`src/rtl/acc_cpu_core.sv`:
```
// Multicycle accumulator CPU: FETCH/MEM/EXEC sequencing over a synchronous
// instruction memory (with a load port) and a synchronous data memory.
module acc_cpu_core #(
    parameter int DATA_W = 32,
    parameter int IM_AW  = 4,
    parameter int DM_AW  = 4
) (
    input  logic              clock,
    input  logic              reset,
    input  logic              run,
    input  logic              im_we,
    input  logic [IM_AW-1:0]  im_waddr,
    input  logic [31:0]       im_wdata,
    output logic [31:0]       inst,
    output logic [IM_AW-1:0]  pc,
    output logic [DATA_W-1:0] acc,
    output logic              carry,
    output logic              zero,
    output logic              halted,
    output logic              illegal,
    output logic [15:0]       retired
);

    localparam int IM_DEPTH = 2 ** IM_AW;
    localparam int DM_DEPTH = 2 ** DM_AW;

    localparam logic [6:0] OP_NOP  = 7'd0;
    localparam logic [6:0] OP_LD   = 7'd1;
    localparam logic [6:0] OP_ST   = 7'd2;
    localparam logic [6:0] OP_ADD  = 7'd3;
    localparam logic [6:0] OP_SUB  = 7'd4;
    localparam logic [6:0] OP_XOR  = 7'd5;
    localparam logic [6:0] OP_AND  = 7'd6;
    localparam logic [6:0] OP_OR   = 7'd7;
    localparam logic [6:0] OP_ADDI = 7'd8;
    localparam logic [6:0] OP_LDI  = 7'd9;
    localparam logic [6:0] OP_BEQZ = 7'd10;
    localparam logic [6:0] OP_BNEZ = 7'd11;
    localparam logic [6:0] OP_JMP  = 7'd12;
    localparam logic [6:0] OP_HALT = 7'd13;

    typedef enum logic [1:0] {
        S_FETCH,
        S_MEM,
        S_EXEC,
        S_HALT
    } state_t;

    state_t state, state_next;

    logic [31:0]       im [IM_DEPTH];
    logic [DATA_W-1:0] dm [DM_DEPTH];
    logic [DATA_W-1:0] md;

    logic [6:0]        op;
    logic [DM_AW-1:0]  dma;
    logic [DATA_W-1:0] imm;
    logic [IM_AW-1:0]  tgt;

    logic [IM_AW-1:0]  pc_next;
    logic [DATA_W-1:0] acc_next;
    logic              carry_next;
    logic [31:0]       inst_next;
    logic [15:0]       retired_next;
    logic              illegal_next;
    logic              dm_we;
    logic [DATA_W:0]   wide;

    assign op     = inst[6:0];
    assign dma    = inst[7 +: DM_AW];
    assign imm    = DATA_W'($signed(inst[31:20]));
    assign tgt    = inst[20 +: IM_AW];
    assign zero   = (acc == '0);
    assign halted = (state == S_HALT);

    // Instruction memory load port; the FETCH read of the same word sees the old contents.
    always_ff @(posedge clock) begin
        if (im_we) begin
            im[im_waddr] <= im_wdata;
        end
    end

    // Data memory: registered operand read in MEM, store on the EXEC edge.
    always_ff @(posedge clock) begin
        if (state == S_MEM) begin
            md <= dm[dma];
        end
        if (dm_we) begin
            dm[dma] <= acc;
        end
    end

    // Architectural state register; asynchronous reset aborts any instruction in flight.
    always_ff @(posedge clock or posedge reset) begin
        if (reset) begin
            state   <= S_FETCH;
            pc      <= '0;
            acc     <= '0;
            inst    <= '0;
            carry   <= 1'b0;
            illegal <= 1'b0;
            retired <= '0;
        end else begin
            state   <= state_next;
            pc      <= pc_next;
            acc     <= acc_next;
            inst    <= inst_next;
            carry   <= carry_next;
            illegal <= illegal_next;
            retired <= retired_next;
        end
    end

    // Sequencing and execute datapath: next state and next architectural values.
    always_comb begin
        state_next   = state;
        pc_next      = pc;
        acc_next     = acc;
        carry_next   = carry;
        inst_next    = inst;
        retired_next = retired;
        illegal_next = illegal;
        dm_we        = 1'b0;
        wide         = '0;

        case (state)
            S_FETCH: begin
                if (run) begin
                    inst_next  = im[pc];
                    state_next = S_MEM;
                end
            end
            S_MEM: begin
                state_next = S_EXEC;
            end
            S_EXEC: begin
                state_next   = S_FETCH;
                pc_next      = pc + IM_AW'(1);
                retired_next = retired + 16'd1;
                case (op)
                    OP_NOP: ;
                    OP_LD:  acc_next = md;
                    OP_ST:  dm_we = 1'b1;
                    OP_ADD: begin
                        wide       = {1'b0, acc} + {1'b0, md};
                        acc_next   = wide[DATA_W-1:0];
                        carry_next = wide[DATA_W];
                    end
                    OP_SUB: begin
                        // Top bit of the widened difference is the borrow.
                        wide       = {1'b0, acc} - {1'b0, md};
                        acc_next   = wide[DATA_W-1:0];
                        carry_next = wide[DATA_W];
                    end
                    OP_XOR: acc_next = acc ^ md;
                    OP_AND: acc_next = acc & md;
                    OP_OR:  acc_next = acc | md;
                    OP_ADDI: begin
                        wide       = {1'b0, acc} + {1'b0, imm};
                        acc_next   = wide[DATA_W-1:0];
                        carry_next = wide[DATA_W];
                    end
                    OP_LDI:  acc_next = imm;
                    OP_BEQZ: if (zero)  pc_next = tgt;
                    OP_BNEZ: if (!zero) pc_next = tgt;
                    OP_JMP:  pc_next = tgt;
                    OP_HALT: begin
                        pc_next    = pc;
                        state_next = S_HALT;
                    end
                    default: begin
                        pc_next      = pc;
                        illegal_next = 1'b1;
                        state_next   = S_HALT;
                    end
                endcase
            end
            S_HALT: ;
            default: state_next = S_FETCH;
        endcase
    end

endmodule

```
`config.mk`:
```
export PLATFORM = sky130hd
export DESIGN_NAME = acc_cpu_core
export DESIGN_NICKNAME = d
export VERILOG_FILES = /design/src/rtl/acc_cpu_core.sv
export SDC_FILE = /design/constraint.sdc
export NUM_CORES = 1
export LEC_CHECK = 0
export ABC_CLOCK_PERIOD_IN_PS = 10760
export CAP_MARGIN = 5
export CELL_PAD_IN_SITES_DETAIL_PLACEMENT = 0
export CELL_PAD_IN_SITES_GLOBAL_PLACEMENT = 1
export CORE_AREA = 2 2 333 269
export CTS_CLUSTER_DIAMETER = 200
export DETAILED_ROUTE_END_ITERATION = 8
export DIE_AREA = 0 0 335 271
export PLACE_DENSITY_LB_ADDON = 0.3
export RECOVER_POWER = 100
export SLEW_MARGIN = 30
export SYNTH_ARGS = -nofsm -noshare
export SYNTH_HDL_FRONTEND = slang
export SYNTH_SLANG_ARGS = --single-unit
```
`constraint.sdc`:
```
create_clock -name clock -period 10.76 [get_ports clock]
set_input_delay 2.152 -clock clock [delete_from_list [all_inputs] [get_ports clock]]
set_output_delay 2.152 -clock clock [all_outputs]
set_load 0.05 [all_outputs]
```
======== Yosys cells after proc, flatten, opt, wreduce, memory -nomap -nowiden ========
Memory sizes are Yosys's and may differ from the RTL's. A register that Yosys moved wholly into a read port is not among the register bits.
Cells that the tools add are included.
operators by class
  reductions and logical operators ........ 16
  mux-type cells .......................... 14
  equal/unequal tests ..................... 17
  bitwise gates (word level) .............. 4
  $add $sub $neg .......................... 5
operators by type and width
  kind                                                 count
  case mux 32 bit (8 select lines)                     1
  adder 32 x 32 -> 33 bit                              2
  equality test 7 x 4 -> 1 bit, second input constant  6
  subtractor 32 x 32 -> 33 bit                         1
  bitwise AND 32 bit                                   1
  logical NOT 32 bit                                   1
  bitwise OR 32 bit                                    1
  XOR 32 bit                                           1
  equality test 7 x 3 -> 1 bit, second input constant  4
  adder 16 x 1 -> 16 bit, second input constant        1
  case mux 4 bit (4 select lines)                      1
  equality test 7 x 2 -> 1 bit, second input constant  2
  OR reduction 14 bit                                  1
  OR reduction 13 bit                                  1
  AND reduction 2 bit                                  6
  OR reduction 10 bit                                  1
  2-to-1 mux 4 bit                                     2
  nonzero test 8 bit                                   1
  equality test 7 x 1 -> 1 bit, second input constant  1
  logical NOT 7 bit                                    1
  2-to-1 mux 1 bit                                     6
  case mux 2 bit (3 select lines)                      1
  nonzero test 3 bit                                   2
  adder 4 x 1 -> 4 bit, second input constant          1
  8 further kinds                                      10
word-level totals
  memories ................................ 2
  word-level logic and storage cells ...... 64
  bits in writable memories ............... 1024
  flip-flop bits (word level) ............. 56
memories
  name  depth  bits a word  rd ports  clocked after Yosys merged registers in  wr ports  RTL line  RTL
  dm    16     32           1         1                                        1         52        logic [DATA_W-1:0] dm [DM_DEPTH];
  im    16     32           1         1                                        1         51        logic [31:0] im [IM_DEPTH];

======== Depth between registers and ports, before layout ========
Gate-level depths: netlist of the first run.
  word-level depth ........................ 5
  mapped depth ............................ 14
  mapped depth without buffers ............ 14

======== Least setup slack after synthesis of the first run ========
No wires, ideal clock.
  path kind ............................... input to register
  start ................................... in im_waddr[2]
  end ..................................... mem im[0][0] (enable)
  stages on the path ...................... 2
  arrival ................................. 4.871 ns
  buffers on the path ..................... 0
  required time ........................... 10.299 ns
  slack ................................... 5.427 ns
  cells stage by stage .................... or3b_2 -> nor3_1
RTL lines
  element          RTL line  RTL
  start, declared  12        input logic [IM_AW-1:0] im_waddr,
  end, declared    51
Straight into the memory's write port.

======== Final worst setup path of the first run ========
  start ................................... reg inst[9] (read register of im)
  end ..................................... mem dm[4][19] (enable)
RTL lines
  element          RTL line  RTL
  start, declared  14        output logic [31:0] inst,
  end, declared    52
Straight into the memory's write port.

==> flow_metrics.py, run 1 <==
metrics = {
    "outcome": {
        "status": "finished with violations",
        "violations": "capacitance limit, slew limit",
    },
    "logic_synthesis": {
        "synth-seq-cells": 1144,
        "synth.distinct_cells": 94,
        "synth_edf_count": 1056,
        "syn_area_per_cell_um2": 17.5,
        "ys_async_sr_fraction_pct": 7.69,
        "synthFlopType": "edfxtp_1",
        "synth_area_leaders": "edfxtp_1 (63%), mux4_2 (14%), dfrtp_1 (4.4%)",
        "synth_nets": 3056,
        "synthesis.area_mm2": 0.0502,
        "ys_warn_count": 0,
        "synth_top_area_share_pct": 63.1,
        "seq_area_frac_synth_pct": 67.5,
        "yosysTopAreaCell": "edfxtp_1",
        "synthCells": 2870,
    },
    "clock_tree": {
        "cts_root_buffer": "clkbuf_16",
        "ctsHoldBuffers": 0,
        "clock_latency_ns": 0.71,
        "cts.sinks": 1144,
        "cts_buffer_depth": 3,
        "clk_pin_slew_ns": 0.07,
        "ctsHtreeMaxLevel": 3,
        "post_cts_resized": 0,
        "cts_tree": "yes",
        "cts_setup_buffers": 0,
        "numCtsBuffers": 106,
    },
    "route": {
        "wirelength_um": 134000,
        "ant_nets": 0,
        "first_pass_iters": 6,
        "via_count": 28945,
        "drc": 0,
        "wl_per_cell_um": 31.4,
        "post_drt_via_cell_ratio": 6.78,
        "drtIter0Drc": 4041,
    },
    "final_layout": {
        "area_delta_synth_final_pct": 12.1,
        "final_area_mm2": 0.0563,
        "seq_area_mm2": 0.0339,
        "nets": 3223,
        "drive_gt1_share_pct": 18.9,
        "fin_cells": 4270,
        "multi_input_area_mm2": 0.0153,
        "fillers": 5929,
    },
    "worst_setup_path": {
        "r2r_cells": 4,
        "endpoint_kind": "flop",
        "crit_type": "flop to flop",
        "path_delay_family": "buffers and inverters",
        "crit_chain": "clkbuf_1, nand2b_1, nor2_1, clkbuf_1",
        "critPathArrivalTime_ns": 7.60,
        "cp_slowest_cell": "clkbuf_1",
        "crit_path_frequent_cell": "clkbuf_1",
        "worstSetupStartpointType": "flop",
        "worstReg2RegEnd": "dm[4][19]",
        "reg2reg_from": "inst[9]",
        "reg2reg_slack_ns": 3.38,
        "path_buf_inv": 2,
        "cp_max_fo": 28,
        "max_stage_delay_ns": 2.34,
        "cp.required_ns": 10.97,
    },
    "timing": {
        "min_period_ns": 7.38,
        "fmax_mhz": 135,
        "worstMarginPinSlew_ns": 3.90,
        "setup_slack_ns": 3.38,
        "skew_ns": 0.0433,
        "maxSlewHeadroom_pct": -160,
        "setup_tns_ns": 0,
        "drv_slew": 1196,
        "setup_viol": 0,
        "hold_violations": 0,
        "rsz0062_at_grt": "false",
        "fin_crit_sh_pct": 68.6,
    },
    "placement": {
        "dp_hpwl_um": 81000,
        "placed_area_mm2": 0.0533,
        "place_inst": 4066,
        "gp_congestion": 0.925,
        "io_buffers": 127,
        "place_ws_ns": 5.55,
    },
    "hold_path": {
        "min_to": "retired[15]",
        "hp-class": "flop to flop",
        "min_path_cells": 1,
        "hp-start": "retired[15]",
    },
    "grt": {
        "grt_pass1_vias": 28609,
        "antenna_found_initial": 5,
        "grt_max_degree": 73,
        "grt_overflow": 0,
        "grt_pass1_wl_um": 197000,
        "track_usage_pct": 30.0,
    },
    "floorplan": {
        "die_w_um": 335,
        "start_util_pct": 57.6,
        "num_io_pins": 128,
        "rows": 97,
        "die_h_um": 271,
        "core_region_area_mm2": 0.0871,
        "fp.dieArea_mm2": 0.0908,
    },
    "pwr": {
        "powerDensity_mw_per_mm2": 292,
        "power.total_uw": 16400,
        "vdd.ir_drop.worst_mv": 0.160,
        "power.leakage_uw": 0.0188,
    },
    "flow_run": {
        "maxCapViolations": 47,
    },
}
report_power, final:
group	switching, uW	internal, uW	total (uW)
logic	3940	2650	6600
registers	642	5440	6080
clock network	1680	2080	3770
total	6270	10200	16400
cells in the mapped netlist, drive strengths merged, types with 21 or more instances:
master,number
edfxtp,1056
mux4,320
a21oi,145
ha,143
nor2,136
o21ai,116
inv,105
dfrtp,88
nand2,88
clkbuf,86
buf,61
nand3,34
mux2,33
xnor2,30
a221oi,29
nor3,29
nand2b,23
o211ai,23
a21o,21
a31oi,21
xor2,21
layout make-up:
cell class                 count  share of cell area, %
timing repair buffer         206                   3.05
tap                         1138                   2.53
multi-input combinational   1471                   27.2
inverter                     108                  0.722
antenna                        4                 0.0178
clock inverter                73                   1.29
sequential                  1144                   60.2
clock buffer                 126                   4.95
layer usage:
metal  vias up  global-route usage, %  part of all wire [%]
met2      1698                   42.5                    44
met3       220                   8.31                    12
met5         -                      0                0.0097
li1      11976                      -                     -
met4         2                   7.25                   2.2
met1     15049                   46.5                    42
stage by stage:
step	util, %	hold slack [ns]
after floorplan	-	0.497
after global placement	61.0	0.456
after detailed placement	61.1	0.469
after CTS	65.2	0.477
after global routing	64.6	0.484
final	64.6	0.466
layout by cell type, fill, tap and decap left out, types with 21 or more instances in the layout:
| cell | instances |
|---|---|
| a21o_1 | 21 |
| a21oi_1 | 141 |
| a221oi_1 | 28 |
| buf_4 | 22 |
| clkbuf_1 | 66 |
| clkbuf_16 | 106 |
| clkinv_2 | 26 |
| dfrtp_1 | 84 |
| dlygate4sd3_1 | 122 |
| edfxtp_1 | 1056 |
| ha_1 | 143 |
| inv_1 | 98 |
| mux2_2 | 32 |
| mux4_2 | 320 |
| nand2_1 | 87 |
| nand2b_1 | 22 |
| nand3_1 | 34 |
| nor2_1 | 131 |
| nor3_1 | 29 |
| o211ai_1 | 22 |
| o21ai_0 | 101 |
| xnor2_1 | 30 |
| xor2_1 | 21 |
sequential cells by signal (all words and copies together) (netlist names):
signal	flops
state	2
inst	32
acc	32
pc	4
carry	1
md	32
illegal	1
dm	512
retired	16
im	512
logic make-up after synthesis:
logic type,after synthesis,synth area share (%)
simple gates,411,4.02
buf+inv,255,2.00
mux,359,15.2
compound gates,504,6.69
fa+ha+maj,146,3.68
flops,1144,67.5
xor+xnor,51,0.889
how the worst max path moves through the flow:
stage	to	slack [ns]	depth (start not counted)	start
after floorplan	im[0][0]	5.43	2	im_waddr[2]
after CTS	zero	4.83	4	acc[16]
final	dm[4][19]	3.38	4	inst[9]
after global routing	dm[13][19]	2.97	4	inst[9]
after detailed placement	zero	5.55	4	acc[16]
after global placement	zero	5.62	4	acc[16]
worst register-to-register path: stages, from the launching register on:
cell and delay [ns]:
dfrtp_1 1.23, clkbuf_1 2.14, nand2b_1 0.42, nor2_1 0.73
clkbuf_1 2.34
No activity file was read; power rests on OpenSTA's default activity.
==> inputs of run 2 (changes only) <==
Settings changed: ABC_CLOCK_PERIOD_IN_PS 10760 to 7100, CORE_AREA 2 2 333 269 to 2 2 344 278, DIE_AREA 0 0 335 271 to 0 0 346 280.
Clock period 10.76 ns to 7.1 ns, I/O delays scaled along.
==> run 2 against run 1 <==
  * The run still ends with capacitance limit, slew limit left
  * Sequential power rose by 53%
  * Setup slack lost 2.3 ns
  * First-iteration DRC count fell by 18%
  * Sequential share of layout area decreased by 0.16 points
  * Final area increased by 0.28%
  * Highest routed layer unchanged
  * Fmax grew 22%
  * Clock skew decreased by 0.018 ns
  * Clock power is 53% higher
==> flow_metrics.py, run 2 (synthesized netlist as in run 1, its figures left out) <==
metrics = {
    "pwr": {
        "powerDensity_mw_per_mm2": 441,
        "vdd.ir_drop.worst_mv": 0.302,
        "power.total_uw": 24900,
        "power.leakage_uw": 0.0189,
    },
    "timing": {
        "fmax_mhz": 165,
        "fin_crit_sh_pct": 85.3,
        "setup_tns_ns": 0,
        "hold_violations": 0,
        "setup_viol": 0,
        "rsz0062_at_grt": "false",
        "min_period_ns": 6.06,
        "holdWs_ns": 0.472,
        "setup_slack_ns": 1.04,
        "drv_slew": 1277,
        "worstMarginPinSlew_ns": 3.40,
        "skew_ns": 0.0252,
        "maxSlewHeadroom_pct": -126,
    },
    "grt": {
        "grt_overflow": 0,
        "antenna_found_initial": 7,
        "grt_pass1_vias": 28645,
        "grt_pass1_wl_um": 195000,
        "grt_max_degree": 72,
        "track_usage_pct": 27.6,
    },
    "final_layout": {
        "fillers": 6774,
        "final_area_mm2": 0.0565,
        "nets": 3224,
        "area_delta_synth_final_pct": 12.4,
        "layout_commonest_cell": "edfxtp_1",
        "final_cell_mix": "edfxtp_1 (1056), mux4_2 (320), ha_1 (143), a21oi_1 (141), nor2_1 (127)",
        "drive_gt1_share_pct": 19.1,
        "largestRegisters": "dm: 512 flops, im: 512 flops",
    },
    "route": {
        "first_pass_iters": 6,
        "drc": 0,
        "drtIter0Drc": 3318,
        "wl_per_cell_um": 30.5,
        "via_count": 28853,
        "post_drt_via_cell_ratio": 6.61,
        "wirelength_um": 133000,
        "ant_nets": 0,
    },
    "worst_setup_path": {
        "endpoint_kind": "flop",
        "reg2reg_from": "inst[1]",
        "worstSetupStartpointType": "flop",
        "crit_type": "flop to flop",
        "startpoint": "inst[1]",
        "cp.required_ns": 7.36,
        "critPathArrivalTime_ns": 6.32,
        "r2r_cells": 7,
        "cp_max_fo": 18,
    },
    "floorplan": {
        "num_io_pins": 128,
        "fp.dieArea_mm2": 0.0969,
        "start_util_pct": 53.6,
        "die_w_um": 346,
        "rows": 101,
        "die_h_um": 280,
        "core_region_area_mm2": 0.0938,
    },
    "placement": {
        "placed_area_mm2": 0.0533,
        "gp_congestion": 0.971,
        "place_ws_ns": 2.69,
        "io_buffers": 127,
        "dp_hpwl_um": 82000,
    },
    "clock_tree": {
        "clk_pin_slew_ns": 0.06,
        "cts.sinks": 1144,
        "cts_setup_buffers": 0,
        "ctsHoldBuffers": 0,
        "cts_buffer_depth": 3,
        "ctsHtreeMaxLevel": 3,
        "clock_latency_ns": 0.70,
        "cts_tree": "yes",
        "post_cts_resized": 0,
        "cts_root_buffer": "clkbuf_16",
        "numCtsBuffers": 108,
    },
    "hold_path": {
        "hp-start": "retired[15]",
        "min_path_cells": 1,
        "hp-class": "flop to flop",
    },
    "flow_run": {
        "maxCapViolations": 52,
    },
    "outcome": {
        "status": "finished with violations",
        "violations": "capacitance limit, slew limit",
    },
}
[run 2: changes by cell type in the layout (fill, tap and decap cells not counted), moves of 4 or more]
cell,change
clkinv_2,-4
buf_4,+9
nor2_4,+5
clkinv_1,-5
nor2_1,-4
clkbuf_2,+4
clkinvlp_4,-6
clkbuf_16,+4
[run 2: layer usage]
layer	track usage, %	share of wire, %	routed length (um)
met5	0	0.0083	11
met4	6.07	2.0	2670
met1	43.0	43	57700
met3	5.06	10	13200
met2	41.2	45	59400
[run 2: area by class of cell]
cell class	instances	area [um2]	share of cell area, %
diodes	2	5.00	0.00886
clock buffers	145	2970	5.27
clock inverters	55	563	0.997
inverters	108	407	0.720
multi-input cells	1471	15400	27.2
flip-flops and latches	1144	33900	60.1
well taps	1236	1550	2.74
repair buffers	205	1700	3.01
[run 2: power by group]
group | internal (uW) | switching, uW | total [uW]
Clock | 3280 | 2500 | 5770
Combinational | 4010 | 5830 | 9840
Sequential | 8240 | 1030 | 9280
Total | 15500 | 9360 | 24900
[run 2: stage by stage]
step	instances	util, %
after CTS	4364	60.7
after detailed placement	4164	56.9
after global placement	4164	56.9
after floorplan	2870	-
final	4366	60.2
after global routing	4366	60.2
[run 2: path summary, 6_finish.rpt]
check                               to  slack (ns)
min in group asynchronous     inst[25]        1.81
max reg2reg                  dm[10][4]        1.04
min                        retired[15]        0.47
max                          dm[10][4]        1.04
max in group asynchronous      acc[21]        1.54
min reg2reg                retired[15]        0.47
[run 2: critical path: stages, from the launching register on]
cell      delay [ns]
dfrtp_1         0.72
clkbuf_1        0.77
nor2b_1         0.40
nand4_1         0.18
nor2_1          0.14
nand2_1         0.18
nor2_1          1.55
clkbuf_1        1.64
==> RTL edit (flow settings as in run 2) <==
Make the reset (`reset`) synchronous in one clocked block. Comments in the files are not updated.
--- a/src/rtl/acc_cpu_core.sv
+++ b/src/rtl/acc_cpu_core.sv
@@ -93,3 +93,3 @@
     // Architectural state register; asynchronous reset aborts any instruction in flight.
-    always_ff @(posedge clock or posedge reset) begin
+    always_ff @(posedge clock) begin
         if (reset) begin
Behaviour: differs if reset is asserted again (counterexample within 4 cycles, from zero or initial values and one cycle with reset high); with reset held inactive, the same outputs for 4 cycles.
==> RTL edit against run 2 <==
The flow still finishes with violations (max-capacitance violations, max-slew violations); synthesized cell count increased by 5.4%; critical endpoint is now dm[0][21]; count of clock-buffer cells in the layout fell by 15; worst setup slack gained 0.20 ns; global-route usage about the same; fmax up 3.5%; wire length rose by 0.40%; cell count increased by 3.2%; sequential cell count unchanged; synthesized area about the same; clock skew increased by 0.013 ns; highest routed layer is now met4; cell area about the same; hold slack got worse by 0.018 ns.
Power is not compared: it rests on default switching activity, and its combinational part moved more than twofold at a synthesized area within 25%.
==> RTL edit: results (changes against run 2) <==
- Fraction of area in multi-input gates: 27.9% (was 27.2%)
- Async SR Flop Fraction: 0% (was 7.69%)
- Crit-path max FO: 47 (was 18)
- Cts repair resizes: 0 (unchanged)
- Critical path arrival: 6.08 ns (was 6.32 ns)
- Crit-path leading delay family: buffers and inverters (was simple AND/OR/NAND/NOR gates)
- Largest net degree at the start of global routing: 110 (was 72)
- Peak VDD IR: 0.191 mV
- Synth top cells by count: 1,056 x edfxtp_1, 320 x mux4_2, 189 x a21oi_1 (was 1,056 x edfxtp_1, 320 x mux4_2, 143 x ha_1)
- Per-cell routed wire length: 29.6 um (was 30.5 um)
- Antenna Nets Post-Route: 0 (unchanged)
- Logic inverters: 116 (was 108)
- Post-synthesis adder-cell area fraction: 3.68% (about the same)
- Non-clock buffers: 209 (was 205)
- Gpl congestion: 0.980 (was 0.971)
- Slew headroom: -113% (was -126%)
- Max stage delay on crit path: 2.26 ns (was 1.64 ns)
- Total track usage: 27.7% (was 27.6%)
- Area after DPL: 53,300 um^2 (about the same)
- Post-DP HPWL: 81,400 um (was 82,000 um)
- Fillers: 6,855 (was 6,774)
- Synth Flop Type: edfxtp_1 (unchanged)
- Share of layout cells above drive strength 1: 17.9% (was 19.1%)
- DRT iter0 DRCs: 3,529 (was 3,318)
- Failing checks: max-capacitance violations, max-slew violations (unchanged)
- Max cap viols: 38 (was 52)
- Via Count: 29,700 (was 28,900)
- NonClk Buf Share: 3.10% (was 3.01%)
- Clock buffer cells: 130 (was 145)
- Complex-gate fraction of the synthesized area: 7.22% (was 6.69%)
- Post-Synth XOR/XNOR Area: 0.942% (was 0.889%)
- First-pass GRT wire length: 196,000 um (was 195,000 um)
- Nets: 3,364 (was 3,224)
- Biggest regs: dm (512), im (512) (unchanged)
- Syn Nets: 3,211 (was 3,056)
- Mux share of post-synthesis cell area: 14.5% (was 15.2%)
- Multi-In Gates: 1,599 (was 1,471)
- Seq/total area: 59.3% (was 60.1%)
- Top cells by area, synth: edfxtp_1 63%, mux4_2 14%, ha_1 3.6% (was edfxtp_1 63%, mux4_2 14%, dfrtp_1 4.4%)
- Logic pwr share: roughly 15%
- Netlist cell types: 88 (was 94)
- PortBufs: 127 (unchanged)
- First drt pass iteration count: 5 (was 6)
- Initial antenna violation count: 2 (was 7)
- Fin. max-slew vios: 1,073 (was 1,277)
- Area Growth Syn to Fin: 12.5% (was 12.4%)
- Share of the yosys chip area belonging to registers: 66.7% (was 67.5%)
- Clock-cell share of area: 6.16% (was 6.26%)
- Dominant power group: sequential cells
- Final Skew: 0.0381 ns (was 0.0252 ns)
- Status: complete, but fails checks (unchanged)
- Critical Path Slowest Stage Cell: clkbuf_1 (unchanged)
- Ant. Diodes: 1 (was 2)
- Post-CTS setup buffer count: 0 (unchanged)
- Post-synth EDFFs: 1,056 (unchanged)
- CTS buffer count: 108 (unchanged)
==> RTL edit: cell count changes after synthesis, sizes merged, moves of 32 or more <==
cell / delta
a21oi: +45
nand2: +84
dfrtp: -88
mux2: -32
dfxtp: +88
clkbuf: +37
==> RTL edit: path summary, 6_finish.rpt <==
kind,start,endpoint,slack [ns],cells past startpoint
setup / recovery,inst[8],dm[0][21],1.25,4
hold / removal,inst[17],inst[17],0.45,2
setup reg to reg,inst[8],dm[0][21],1.25,4
hold reg to reg,inst[17],inst[17],0.45,2
==> RTL edit: routing by layer <==
metal	up-vias	wire length [um]	share of wire [%]	GRT usage [%]
met4	0	2900	2.2	6.66
met5	-	0	0	0
met2	1590	60200	45	41.6
li1	12400	-	-	-
met3	212	12800	9.6	5.44
met1	15500	57700	43	42.0
==> RTL edit: stage by stage <==
stage	cells	setup slack (ns)	total power [mW]
floorplan	3025	2.42	9.35
global placement	4303	2.68	10.1
detailed placement	4303	2.58	10.2
CTS	4505	1.85	15.8
global route	4507	0.909	16.3
finish	4507	1.25	15.7
